## src/rtl/lsu_initiator_if.sv

```systemverilog
// Purpose: bundles the execute-side op handshake, data-memory request/response
//          and writeback/stall signals of the load/store initiator.
// Latency: none (wires only).
// Backpressure: op side uses op_valid/op_ready; memory side uses mem_req/mem_gnt.
// Modports: master = the initiator itself, slave = its environment
//           (execute stage, memory, writeback).
interface lsu_initiator_if #(
    parameter int ADDR_W = 32
);
    // execute stage -> initiator
    logic              op_valid;
    logic              op_ready;
    logic              op_is_store;
    logic [2:0]        op_funct3;
    logic [ADDR_W-1:0] op_addr;
    logic [31:0]       op_wdata;
    logic [4:0]        op_rd;
    // initiator <-> data memory
    logic              mem_req;
    logic              mem_we;
    logic [ADDR_W-1:0] mem_addr;
    logic [3:0]        mem_be;
    logic [31:0]       mem_wdata;
    logic              mem_gnt;
    logic              mem_rvalid;
    logic [31:0]       mem_rdata;
    // initiator -> writeback / pipeline control
    logic              wb_valid;
    logic [4:0]        wb_rd;
    logic [31:0]       wb_data;
    logic              stall;
    logic              err_pulse;

    modport master (
        input  op_valid, op_is_store, op_funct3, op_addr, op_wdata, op_rd,
        input  mem_gnt, mem_rvalid, mem_rdata,
        output op_ready,
        output mem_req, mem_we, mem_addr, mem_be, mem_wdata,
        output wb_valid, wb_rd, wb_data, stall, err_pulse
    );

    modport slave (
        output op_valid, op_is_store, op_funct3, op_addr, op_wdata, op_rd,
        output mem_gnt, mem_rvalid, mem_rdata,
        input  op_ready,
        input  mem_req, mem_we, mem_addr, mem_be, mem_wdata,
        input  wb_valid, wb_rd, wb_data, stall, err_pulse
    );
endinterface

```

## src/rtl/lsu_initiator.sv

```systemverilog
// Purpose: RV32I load/store initiator; turns one decoded op into one or two
//          word-aligned memory beats with byte enables and returns extended load data.
// Latency: aligned store 1 cycle, split store 2; load wb_valid 2 cycles after the
//          last rvalid-free path (gnt c1, rvalid c2 -> wb c3; split -> wb c5).
// Backpressure: op_ready only in IDLE, stall while busy; beats held until mem_gnt.
// Ports: clk, reset (async active-high), bus (lsu_initiator_if.master).
module lsu_initiator #(
    parameter int ADDR_W           = 32,
    parameter bit ALLOW_MISALIGNED = 1'b1
) (
    input  logic             clk,
    input  logic             reset,
    lsu_initiator_if.master  bus
);

    typedef enum logic [2:0] {
        S_IDLE,
        S_REQ0,
        S_WAIT0,
        S_REQ1,
        S_WAIT1,
        S_RESP
    } state_t;

    state_t            state_q, state_d;
    logic              err_q, err_d;
    logic              is_store_q;
    logic [2:0]        funct3_q;
    logic [ADDR_W-1:0] addr_q;
    logic [31:0]       wdata_q;
    logic [4:0]        rd_q;
    logic [31:0]       lo_q, hi_q;

    logic              accept;
    logic              in_legal;
    logic              in_split;
    logic              in_reject;
    logic              lo_cap, hi_cap;

    logic [7:0]        mask_q;
    logic              split_q;
    logic [63:0]       wdata64;
    logic [31:0]       rd_shifted;
    logic [ADDR_W-1:0] word_base;

    logic              mem_req_c, mem_we_c;
    logic [ADDR_W-1:0] mem_addr_c;
    logic [3:0]        mem_be_c;
    logic [31:0]       mem_wdata_c;
    logic              wb_valid_c;
    logic [4:0]        wb_rd_c;
    logic [31:0]       wb_data_c;

    // Byte-lane mask over two consecutive words for a 1/2/4-byte access.
    function automatic logic [7:0] byte_mask(input logic [2:0] f3, input logic [1:0] off);
        logic [7:0] base;
        case (f3[1:0])
            2'b00:   base = 8'h01;
            2'b01:   base = 8'h03;
            default: base = 8'h0F;
        endcase
        return base << off;
    endfunction

    assign accept = bus.op_valid && (state_q == S_IDLE);

    always_comb begin
        in_legal = 1'b1;
        if (bus.op_is_store) begin
            in_legal = (bus.op_funct3 == 3'b000) || (bus.op_funct3 == 3'b001) ||
                       (bus.op_funct3 == 3'b010);
        end else begin
            in_legal = !((bus.op_funct3 == 3'b011) || (bus.op_funct3 == 3'b110) ||
                         (bus.op_funct3 == 3'b111));
        end
    end

    // Word crossing happens only for a halfword at offset 3 or a word at a
    // non-zero offset; bytes never cross.
    assign in_split  = ((bus.op_funct3[1:0] == 2'b01) && (bus.op_addr[1:0] == 2'b11)) ||
                       ((bus.op_funct3[1:0] == 2'b10) && (bus.op_addr[1:0] != 2'b00));
    assign in_reject = !in_legal || (!ALLOW_MISALIGNED && in_split);

    assign mask_q    = byte_mask(funct3_q, addr_q[1:0]);
    assign split_q   = |mask_q[7:4];
    assign wdata64   = {32'b0, wdata_q} << {addr_q[1:0], 3'b000};
    assign word_base = {addr_q[ADDR_W-1:2], 2'b00};
    // Only the low 8n bits of the realigned pair are ever consumed.
    assign rd_shifted = 32'({hi_q, lo_q} >> {addr_q[1:0], 3'b000});

    always_comb begin
        state_d     = state_q;
        err_d       = 1'b0;
        lo_cap      = 1'b0;
        hi_cap      = 1'b0;
        mem_req_c   = 1'b0;
        mem_we_c    = 1'b0;
        mem_addr_c  = '0;
        mem_be_c    = 4'b0000;
        mem_wdata_c = 32'b0;
        wb_valid_c  = 1'b0;
        wb_rd_c     = 5'd0;
        wb_data_c   = 32'b0;

        case (state_q)
            S_IDLE: begin
                if (accept) begin
                    if (in_reject) err_d = 1'b1;
                    else           state_d = S_REQ0;
                end
            end
            S_REQ0: begin
                mem_req_c   = 1'b1;
                mem_we_c    = is_store_q;
                mem_addr_c  = word_base;
                mem_be_c    = mask_q[3:0];
                mem_wdata_c = is_store_q ? wdata64[31:0] : 32'b0;
                if (bus.mem_gnt) begin
                    if (is_store_q) state_d = split_q ? S_REQ1 : S_IDLE;
                    else            state_d = S_WAIT0;
                end
            end
            S_WAIT0: begin
                if (bus.mem_rvalid) begin
                    lo_cap  = 1'b1;
                    state_d = split_q ? S_REQ1 : S_RESP;
                end
            end
            S_REQ1: begin
                mem_req_c   = 1'b1;
                mem_we_c    = is_store_q;
                mem_addr_c  = word_base + ADDR_W'(4);
                mem_be_c    = mask_q[7:4];
                mem_wdata_c = is_store_q ? wdata64[63:32] : 32'b0;
                if (bus.mem_gnt) state_d = is_store_q ? S_IDLE : S_WAIT1;
            end
            S_WAIT1: begin
                if (bus.mem_rvalid) begin
                    hi_cap  = 1'b1;
                    state_d = S_RESP;
                end
            end
            S_RESP: begin
                wb_valid_c = 1'b1;
                wb_rd_c    = rd_q;
                case (funct3_q)
                    3'b000:  wb_data_c = {{24{rd_shifted[7]}}, rd_shifted[7:0]};
                    3'b001:  wb_data_c = {{16{rd_shifted[15]}}, rd_shifted[15:0]};
                    3'b100:  wb_data_c = {24'b0, rd_shifted[7:0]};
                    3'b101:  wb_data_c = {16'b0, rd_shifted[15:0]};
                    default: wb_data_c = rd_shifted;
                endcase
                state_d = S_IDLE;
            end
            default: state_d = S_IDLE;
        endcase
    end

    always_ff @(posedge clk or posedge reset) begin
        if (reset) begin
            state_q    <= S_IDLE;
            err_q      <= 1'b0;
            is_store_q <= 1'b0;
            funct3_q   <= 3'b000;
            addr_q     <= '0;
            wdata_q    <= 32'b0;
            rd_q       <= 5'd0;
            lo_q       <= 32'b0;
            hi_q       <= 32'b0;
        end else begin
            state_q <= state_d;
            err_q   <= err_d;
            if (accept) begin
                is_store_q <= bus.op_is_store;
                funct3_q   <= bus.op_funct3;
                addr_q     <= bus.op_addr;
                wdata_q    <= bus.op_wdata;
                rd_q       <= bus.op_rd;
            end
            if (lo_cap) lo_q <= bus.mem_rdata;
            if (hi_cap) hi_q <= bus.mem_rdata;
        end
    end

    assign bus.op_ready  = (state_q == S_IDLE);
    assign bus.stall     = (state_q != S_IDLE) || err_q;
    assign bus.err_pulse = err_q;
    assign bus.mem_req   = mem_req_c;
    assign bus.mem_we    = mem_we_c;
    assign bus.mem_addr  = mem_addr_c;
    assign bus.mem_be    = mem_be_c;
    assign bus.mem_wdata = mem_wdata_c;
    assign bus.wb_valid  = wb_valid_c;
    assign bus.wb_rd     = wb_rd_c;
    assign bus.wb_data   = wb_data_c;

endmodule

```

## src/flat_wrapper.sv

```systemverilog
// flat-port wrapper written by rule: the top's interface ports become plain ports
module lsu_initiator_flat 
#(
    parameter int ADDR_W           = 32,
    parameter bit ALLOW_MISALIGNED = 1'b1
)
  (clk, reset, bus_op_valid, bus_op_is_store, bus_op_funct3, bus_op_addr, bus_op_wdata, bus_op_rd, bus_mem_gnt, bus_mem_rvalid, bus_mem_rdata, bus_op_ready, bus_mem_req, bus_mem_we, bus_mem_addr, bus_mem_be, bus_mem_wdata, bus_wb_valid, bus_wb_rd, bus_wb_data, bus_stall, bus_err_pulse);
  lsu_initiator_if #(.ADDR_W(ADDR_W)) bus_i ();
  input  logic clk;
  input  logic reset;
  input wire logic [$bits(bus_i.op_valid)-1:0] bus_op_valid;
  input wire logic [$bits(bus_i.op_is_store)-1:0] bus_op_is_store;
  input wire logic [$bits(bus_i.op_funct3)-1:0] bus_op_funct3;
  input wire logic [$bits(bus_i.op_addr)-1:0] bus_op_addr;
  input wire logic [$bits(bus_i.op_wdata)-1:0] bus_op_wdata;
  input wire logic [$bits(bus_i.op_rd)-1:0] bus_op_rd;
  input wire logic [$bits(bus_i.mem_gnt)-1:0] bus_mem_gnt;
  input wire logic [$bits(bus_i.mem_rvalid)-1:0] bus_mem_rvalid;
  input wire logic [$bits(bus_i.mem_rdata)-1:0] bus_mem_rdata;
  output wire logic [$bits(bus_i.op_ready)-1:0] bus_op_ready;
  output wire logic [$bits(bus_i.mem_req)-1:0] bus_mem_req;
  output wire logic [$bits(bus_i.mem_we)-1:0] bus_mem_we;
  output wire logic [$bits(bus_i.mem_addr)-1:0] bus_mem_addr;
  output wire logic [$bits(bus_i.mem_be)-1:0] bus_mem_be;
  output wire logic [$bits(bus_i.mem_wdata)-1:0] bus_mem_wdata;
  output wire logic [$bits(bus_i.wb_valid)-1:0] bus_wb_valid;
  output wire logic [$bits(bus_i.wb_rd)-1:0] bus_wb_rd;
  output wire logic [$bits(bus_i.wb_data)-1:0] bus_wb_data;
  output wire logic [$bits(bus_i.stall)-1:0] bus_stall;
  output wire logic [$bits(bus_i.err_pulse)-1:0] bus_err_pulse;
  assign bus_i.op_valid = bus_op_valid;
  assign bus_i.op_is_store = bus_op_is_store;
  assign bus_i.op_funct3 = bus_op_funct3;
  assign bus_i.op_addr = bus_op_addr;
  assign bus_i.op_wdata = bus_op_wdata;
  assign bus_i.op_rd = bus_op_rd;
  assign bus_i.mem_gnt = bus_mem_gnt;
  assign bus_i.mem_rvalid = bus_mem_rvalid;
  assign bus_i.mem_rdata = bus_mem_rdata;
  assign bus_op_ready = bus_i.op_ready;
  assign bus_mem_req = bus_i.mem_req;
  assign bus_mem_we = bus_i.mem_we;
  assign bus_mem_addr = bus_i.mem_addr;
  assign bus_mem_be = bus_i.mem_be;
  assign bus_mem_wdata = bus_i.mem_wdata;
  assign bus_wb_valid = bus_i.wb_valid;
  assign bus_wb_rd = bus_i.wb_rd;
  assign bus_wb_data = bus_i.wb_data;
  assign bus_stall = bus_i.stall;
  assign bus_err_pulse = bus_i.err_pulse;
  lsu_initiator #(.ADDR_W(ADDR_W), .ALLOW_MISALIGNED(ALLOW_MISALIGNED)) u_core (.clk(clk), .reset(reset), .bus(bus_i));
endmodule
```

## config.mk

```make
export PLATFORM = sky130hd
export DESIGN_NAME = lsu_initiator_flat
export DESIGN_NICKNAME = d
export VERILOG_FILES = /design/src/rtl/lsu_initiator_if.sv /design/src/rtl/lsu_initiator.sv /design/src/flat_wrapper.sv
export SDC_FILE = /design/constraint.sdc
export NUM_CORES = 1
export LEC_CHECK = 0
export ABC_AREA = 1
export BUFFER_PORTS_ARGS = -buffer_cell sky130_fd_sc_hd__buf_2
export CORE_ASPECT_RATIO = 1.5
export CORE_MARGIN = 2
export CORE_UTILIZATION = 49
export CTS_CLUSTER_DIAMETER = 100
export DETAILED_ROUTE_END_ITERATION = 8
export PLACE_DENSITY = 0.78
export SYNTH_ARGS = -nofsm -noshare
export SYNTH_HDL_FRONTEND = slang
export SYNTH_SLANG_ARGS = --single-unit
export TNS_END_PERCENT = 30
```

## constraint.sdc

```tcl
create_clock -name clk -period 4.75 [get_ports clk]
set_clock_uncertainty 0.1 [all_clocks]
set_input_delay 0.95 -clock clk [delete_from_list [all_inputs] [get_ports clk]]
set_output_delay 0.95 -clock clk [all_outputs]
set_load 0.05 [all_outputs]
```

* Word level (Yosys, flattened, before mapping)
Cells that the tools add are included.
** Operators by class
- Add/sub/neg operators :: 1
- Multipliers :: 0
- Divide/modulo/power cells :: 0
- Magnitude comparators :: 0
- Equal/unequal tests :: 20
- Shift operators :: 3
- Muxes and demuxes :: 30
- Bitwise operators :: 0
- Reduce and logical (&&, ||, !) cells :: 15
** Operator list (count)
- 32-bit case mux with 2 select lines :: 2
- 32-bit case mux with 4 select lines :: 1
- 32-bit 2-to-1 mux :: 3
- 32-bit by 5-bit left shift with 64-bit output :: 1
- 64-bit by 5-bit >> shifter with 32-bit output :: 1
- 32-bit by 3-bit adder with 32-bit output, second input constant :: 1
- 3-bit 2-to-1 mux :: 9
- 3-bit equality test, second input constant :: 6
- 4-bit case mux with 2 select lines :: 2
- 3-bit case mux with 5 select lines :: 1
- 3-bit by 2-bit equality test with 1-bit output, second input constant :: 4
- 1-bit 2-to-1 mux :: 10
- 3-bit by 1-bit equality test with 1-bit output, second input constant :: 3
- 3-bit zero test :: 3
- 2-bit != test, second input constant :: 4
- 4-bit by 2-bit left shift with 8-bit output :: 1
- 6-bit AND reduction :: 1
- 1-bit logical OR :: 5
- 5-bit 2-to-1 mux :: 1
- 2-bit by 1-bit != test with 1-bit output, second input constant :: 2
- 4-bit OR reduction :: 1
- 3-bit nonzero test :: 1
- 2-bit by 1-bit equality test with 1-bit output, second input constant :: 1
- 2-bit zero test :: 1
- other kinds (4) :: 4
** Word-level totals
- Flip-flop bits (word level) :: 141
- Latch bits :: 0
- Memory bits (writable) :: 0
- Bits in read-only memories :: 0
- Input port bits :: 110
- Output and inout bits :: 111
- Logic and storage cells :: 78
- Memories kept :: 0

* Depth between registers and ports, before layout
Gate-level depths: netlist of the first run.
- Depth in word-level cells :: 8
- Gate-level depth with buffers :: 10
- Depth with buffers taken out :: 9

* Worst setup path before layout of the first run
Ideal clock, no wire load.
- Kind :: register to output
- From :: reg u_core.state_q[2]
- To :: out bus_mem_wdata[17]
- Arrival time :: 2391 ps
- Data required time :: 3700 ps
- Slack :: 1309 ps
- Cell stages (with the launch flop) :: 7
- Buffers on the path :: 1
- Cells stage by stage :: dfrtp_1 nor2_4 nand2_1 inv_1 buf_2 nand2_1 a31oi_1
** On the way
- Longest elaborated chain between the ends :: 2
- Elaborated cells between the ends (all ways) :: 3
- Those cells by class :: eq/ne (2); mux (1)
** RTL lines
- start, declared :: RTL line lsu_initiator.sv:25 : state_t state_q, state_d;
- start signal, assigned :: RTL line lsu_initiator.sv:171 : state_q <= state_d;
- 3-bit by 2-bit equality test with 1-bit output / 3-bit by 1-bit equality test with 1-bit output (equally long branches) :: RTL line lsu_initiator.sv:105 : case (state_q)
- 32-bit case mux with 2 select lines (*) :: RTL line lsu_initiator.sv:105
- end, declared :: RTL line flat_wrapper.sv:25 : output wire logic [$bits(bus_i.mem_wdata)-1:0] bus_mem_wdata;
Every way passes the cells marked *; elsewhere a longest branch is shown, timed or not.

* Worst setup path in the final report of the first run
- From :: reg u_core.addr_q[0]
- To :: out bus_wb_data[26]
** On the way
- Longest elaborated chain between the ends :: 3
** RTL lines
- start, declared :: RTL line lsu_initiator.sv:29 : logic [ADDR_W-1:0] addr_q;
- start signal, assigned :: RTL line lsu_initiator.sv:176 : addr_q <= bus.op_addr;
- 64-bit by 5-bit >> shifter with 32-bit output :: RTL line lsu_initiator.sv:89 : assign rd_shifted = 32'({hi_q, lo_q} >> {addr_q[1:0], 3'b000});
- 32-bit case mux with 4 select lines :: RTL line lsu_initiator.sv:146 : case (funct3_q)
- 32-bit 2-to-1 mux :: RTL line lsu_initiator.sv:105
- end, declared :: RTL line flat_wrapper.sv:28 : output wire logic [$bits(bus_i.wb_data)-1:0] bus_wb_data;
No other way between the ends.

==> results of run 1 <==
-- logic make-up (layout without fill, tap and decap cells) --
family | count (synthesis) | in the layout | share of synthesized area [%]
and+or+nand+nor | 615 | 615 | 30.6
AOI/OAI and AO/OA | 263 | 263 | 16.6
other | 1 | 3 | 0.0451
adders and majority gates | 1 | 1 | 0.151
muxes | 28 | 28 | 3.79
DFF | 133 | 133 | 40.0
buffers and inverters | 172 | 366 | 8.81
-- registers in the layout (all words and copies together) (netlist names) --
name,count
u_core.hi_q,24
u_core.wdata_q,32
u_core.state_q,3
u_core.addr_q,32
u_core.rd_q,5
u_core.lo_q,32
u_core.is_store_q,1
u_core.bus.err_pulse,1
u_core.funct3_q,3
-- cells in the mapped netlist --
library cell	number
o211ai_1	2
and2_1	1
a22oi_1	9
inv_1	99
a31oi_1	20
a21oi_1	83
buf_2	28
o21ai_1	2
nor3_1	5
clkbuf_1	25
inv_2	4
mux2_2	28
a211oi_1	1
or2_0	1
nand2_1	332
or2_1	6
dfrtp_1	133
conb_1	1
nand4_1	3
nand3_4	1
nor2_8	1
buf_6	3
buf_4	7
nand2_4	1
nor2_1	174
nand2_2	3
o32ai_1	1
nand3_1	73
o22ai_1	2
nand3_2	1
or2_2	2
o21ai_0	143
nor4_1	1
ha_1	1
nor2_4	4
nor3_2	1
nor2_2	5
buf_1	5
inv_4	1
-- power by group through the flow --
stage	combinational [mW]	sequential, mW	clock (mW)
after floorplan	3.73	1.96	0
after global placement	4.68	2.24	0
after detailed placement	4.72	2.25	0
after CTS	4.75	2.25	1.48
after global routing	5.20	2.32	1.53
final	4.79	2.27	1.47
-- layer usage --
metal	share of wire (%)	routed length [um]	vias up	global-route usage, %
li1	-	-	4289	-
met1	34	10200	4127	34.4
met2	50	15200	470	58.1
met3	6.9	2090	124	7.46
met4	8.7	2620	2	26.4
met5	0.043	13	-	0
-- layout make-up --
class,instances,area [um^2]
Tap cell,210,263
Antenna cell,1,2.50
Timing Repair Buffer,230,1190
Multi-Input combinational cell,909,4260
Sequential cell,133,3330
Clock buffer,20,457
Fill cell,1640,6600
Clock inverter,12,190
Inverter,104,395
-- how the worst max path moves through the flow --
| stage | cells after the start | to | slack (ns) |
|---|---|---|---|
| after CTS | 8 | bus_wb_data[26] | 0.62 |
| after floorplan | 1 | u_core.addr_q[0] | 0.15 |
| after global routing | 8 | bus_wb_data[29] | 0.30 |
| after global placement | 8 | bus_wb_data[27] | 1.17 |
| final | 8 | bus_wb_data[26] | 0.60 |
| after detailed placement | 8 | bus_wb_data[26] | 1.08 |
-- metrics by stage --
step	worst slack (ns)	util, %	power (mW)
2_1_floorplan	0.146	-	5.69
3_3_place_gp	1.17	56.6	6.93
3_5_place_dp	1.08	56.6	6.98
4_1_cts	0.621	60.4	8.48
5_1_grt	0.303	60.4	9.04
6_report	0.595	60.4	8.53
-- critical path: cells and delay by family (launching register included) --
family | cells | cell delay [ns]
flops | 1 | 0.83
compound gates | 1 | 0.21
simple gates | 5 | 0.76
buf+inv | 2 | 0.88
==> metrics, run 1 <==
die width=110 um; largest net degree at the start of global routing=95; wire per inst=18.6 um; Peak VDD IR=roughly 0.5 mV; Post-DP HPWL=22.4 mm; aggregate global-route resource usage=between 30 and 40%; initial antenna violation count=2; Via Count=9012; I/O pin total=about 220; PD cells=845 nW/um^2; top-area cell type share of the netlist area=about two fifths; Final Hold Viols=0; Reg power frac=26.6%; Worst path slowest cell=dfrtp_2; setup tns final=0 ns; DRT iter0 DRCs=just over 800; flop-to-flop setup slack=2.15 ns; post-cts resize count=0; PortBufs=~220; worst setup path start=u_core.addr_q[0]; RSZ-0062 raised after global routing=false; most area-consuming cells after synthesis=dfrtp_1, nand2_1, o21ai_0; Setup Fix Bufs, Post-CTS=0; fraction of layout cells with a size suffix above 1=22.4%; YS warnings=0; min Tclk post-route=4.15 ns; final wirelength=30.2 mm; WP data arrival=3.10 ns; post-synthesis register bit count=133; Root Driver=clkbuf_16; Post-Syn Area=8310 um^2; ANT nets after route=0; critical-path cell list=buf_4 > o21ai_0 > nand2_1 > nand3_4 > nand3_2 > nand2_2 > nor2_1 > buf_2; max-cap viol count=0; Initial Utilization=about half; post-route design area=around 10000 um^2; R2R Path End=u_core.lo_q[6]; worst reg2reg path startpoint=u_core.state_q[1]; placed insts=1586; grt total ovfl=0; # rows=58; Critical Path RT=3.70 ns; CTS tree=done; clock sink count=approximately 130; Slew HR=33.3%; die area=18000 um^2; Avg Vias per Cell=5.57; Die H=between 150 and 200 um; non-filler cells in the finished layout=~1.6k; Comb pwr share=a little under three fifths; sw frac=between 50% and 60%; worst-skew pair later-pin latency=0.43 ns; CORE AREA=approximately 17000 um^2; Sw Pwr=4.71 mW; HP Start=u_core.hi_q[18]; WHS=0.399 ns; Yosys cell types=39; vias in the first global route=8798; net count reported at finish=roughly 1.5k; first-pass GRT wire length=45.2 mm; worst-path fanout max=64; Final GP Congestion=about 1; status=completed; Slew Limit Fails=0; hold path cells=2; internal power=~3.8 mW; Area Growth Syn to Fin=21.4%; CTS Hold Bufs=0; commonest non-fill, non-tap cell in the layout=nand2_1; fmax=about 240 MHz; CTS Buf Count=17; syn_area_per_cell=6.85 um^2; Reg clk slew, reported paths=0.06 ns; Worst Hold Path EP=u_core.hi_q[18]; crit share post-route=87.5%; DP Area=approximately 9400 um^2; crit path capture type=primary output; critical path startpoint category=flip-flop; CP Class=reg -> out; Slew @ Worst Pin=roughly 1.0 ns; most frequent cells in the layout=nand2_1, buf_2, nor2_1, o21ai_0, dfrtp_1; DR pass1 iterations=6; cell taking the most area after synthesis=dfrtp_1; Finish-stage setup viols=0; H-tree depth=4; leakage=between 5 and 6 nW; register area share after synthesis=40.0%; clock buffer depth=2; CP max stage delay=0.83 ns; min-delay worst type=reg -> reg; power share of the clock group=17.3%; Gate Count Post-Synth=1213; DRC viols=0; cell count of the worst reg-to-reg path=6
No activity file was read; power rests on OpenSTA's default activity.
==> run 2, diff against run 1 <==
- REMOVE_ABC_BUFFERS: not set -> 1
==> metrics, run 2 (synthesis results as in run 1) <==
Multi-input gate area=between 4000 and 5000 um^2; commonest non-fill, non-tap cell in the layout=nand2_1; Reg area=approximately 3300 um^2; clock buffer depth=2; WHS=0.386 ns; cell count of the worst reg-to-reg path=6; Slew @ Worst Pin=between 0.9 and 1 ns; Final GP Congestion=0.911; Final Hold Viols=0; placed insts=between 1.5k and 2k; Post-DP HPWL=18.5 mm; min-delay worst type=reg -> reg; Worst Hold Path EP=u_core.lo_q[3]; DRT iter0 DRCs=733; H-tree depth=4; HP Start=u_core.lo_q[3]; Avg Vias per Cell=5.46; critical-path cell list=inv_4 > nor2_2 > nand2_1 > inv_1 > buf_4 > nand3_1 > nand3_1 > nand2_1 > nor2_1 > buf_2; initial antenna violation count=3; hold path cells=2; min Tclk post-route=3.99 ns; crit share post-route=84.1%; DRC viols=0; crit path capture type=primary output; most frequent cells in the layout=nand2_1, buf_2, nor2_1, o21ai_0, dfrtp_1; non-filler cells in the finished layout=~1.6k; PD cells=815 nW/um^2; CP Class=reg -> out; # fillers=around 1.6k; aggregate global-route resource usage=between 20 and 30%; leakage=5.29 nW; post-cts resize count=0; Setup Fix Bufs, Post-CTS=0; Worst path slowest cell=dfrtp_1; Die H=164 um; Total Power=approximately 8.2 mW; Slew HR=about 40%; ANT nets after route=0; CTS Buf Count=17; DP Worst Slack=1.23 ns; first-pass GRT wire length=40.3 mm; Top Registers=u_core.addr_q (32), u_core.lo_q (32), u_core.wdata_q (32); net count reported at finish=1506; largest net degree at the start of global routing=between 60 and 70; R2R Path End=u_core.funct3_q[0]; I/O pin total=221; worst-path fanout max=25; Initial Utilization=49.8%; fraction of layout cells with a size suffix above 1=between 20 and 25%; worst reg2reg path startpoint=u_core.state_q[1]; die area=18000 um^2; Worst Setup Slack, final=about 0.76 ns; Area Growth Syn to Fin=20.8%; grt total ovfl=0; clock sink count=between 100 and 150; DR pass1 iterations=8; Via Count=8845; Root Driver=clkbuf_16; CTS Hold Bufs=0; CP max stage delay=about 0.60 ns; Reg clk slew, reported paths=0.06 ns; die width=110 um; Peak VDD IR=0.481 mV; # rows=58; max-cap viol count=0; vias in the first global route=8510; critical path startpoint category=flip-flop; Critical Path RT=3.70 ns; PortBufs=roughly 220; RSZ-0062 raised after global routing=false; wire per inst=approximately 16 um; WP data arrival=2.94 ns; CORE AREA=16700 um^2; CTS tree=done; fmax=between 200 and 300 MHz; worst-skew pair later-pin latency=0.42 ns; flop-to-flop setup slack=2.33 ns; final wirelength=25.8 mm; Finish-stage setup viols=0; status=completed; Slew Limit Fails=0
-- run 2: changes by cell type in the layout (fill, tap and decap cells not counted) --
cell       delta
clkbuf_8      -1
clkinv_2      +2
clkinv_4      +1
bufinv_16     -2
inv_8         -1
inv_6         +2
inv_4         -1
diode_2       +1
-- run 2: critical path: cells and delay by family, from the launching register on --
| family | cells | cell delay, ns |
|---|---|---|
| buf+inv | 4 | 1.07 |
| simple gates | 6 | 0.83 |
| flops | 1 | 0.60 |
-- run 2: area by class of cell --
cell class              count  area share (%)
multi-input cells         909            42.4
flip-flops and latches    133            33.2
repair buffers            230            11.9
clock buffers              19            4.41
inverters                 104            3.96
well taps                 210            2.62
clock inverters            13            1.46
diodes                      2          0.0499
-- run 2: layer usage --
layer	wire length, um	vias up	GRT usage (%)
li1	-	4284	-
met1	10100	4098	32.6
met2	12800	375	49.0
met3	1800	86	7.30
met4	1080	2	14.6
met5	13	-	0
-- run 2: report_power, final --
part	leakage, nW	switching [mW]	internal, mW
sequential	1.57	0.526	1.65
clock	0.285	0.540	0.794
combinational	3.43	3.42	1.25
-- run 2: how the worst max path moves through the flow --
stage | start | to | slack [ns] | cells after the start
6_report | u_core.state_q[1] | bus_mem_wdata[2] | 0.76 | 10
5_1_grt | u_core.state_q[1] | bus_mem_wdata[2] | 0.54 | 10
4_1_cts | u_core.state_q[1] | bus_mem_wdata[2] | 0.77 | 10
3_5_place_dp | u_core.state_q[1] | bus_mem_wdata[2] | 1.23 | 10
3_3_place_gp | u_core.state_q[1] | bus_mem_wdata[4] | 1.31 | 8
2_1_floorplan | u_core.addr_q[0] | bus_mem_be[2] | -0.54 | 2
-- run 2: metrics by stage --
step           area [um^2]  setup TNS, ns  util, %
4_1_cts              10000              0     60.1
3_3_place_gp          9440              0     56.6
3_5_place_dp          9440              0     56.6
5_1_grt              10000              0     60.1
6_report             10000              0     60.1
2_1_floorplan         7980          -4.27        -
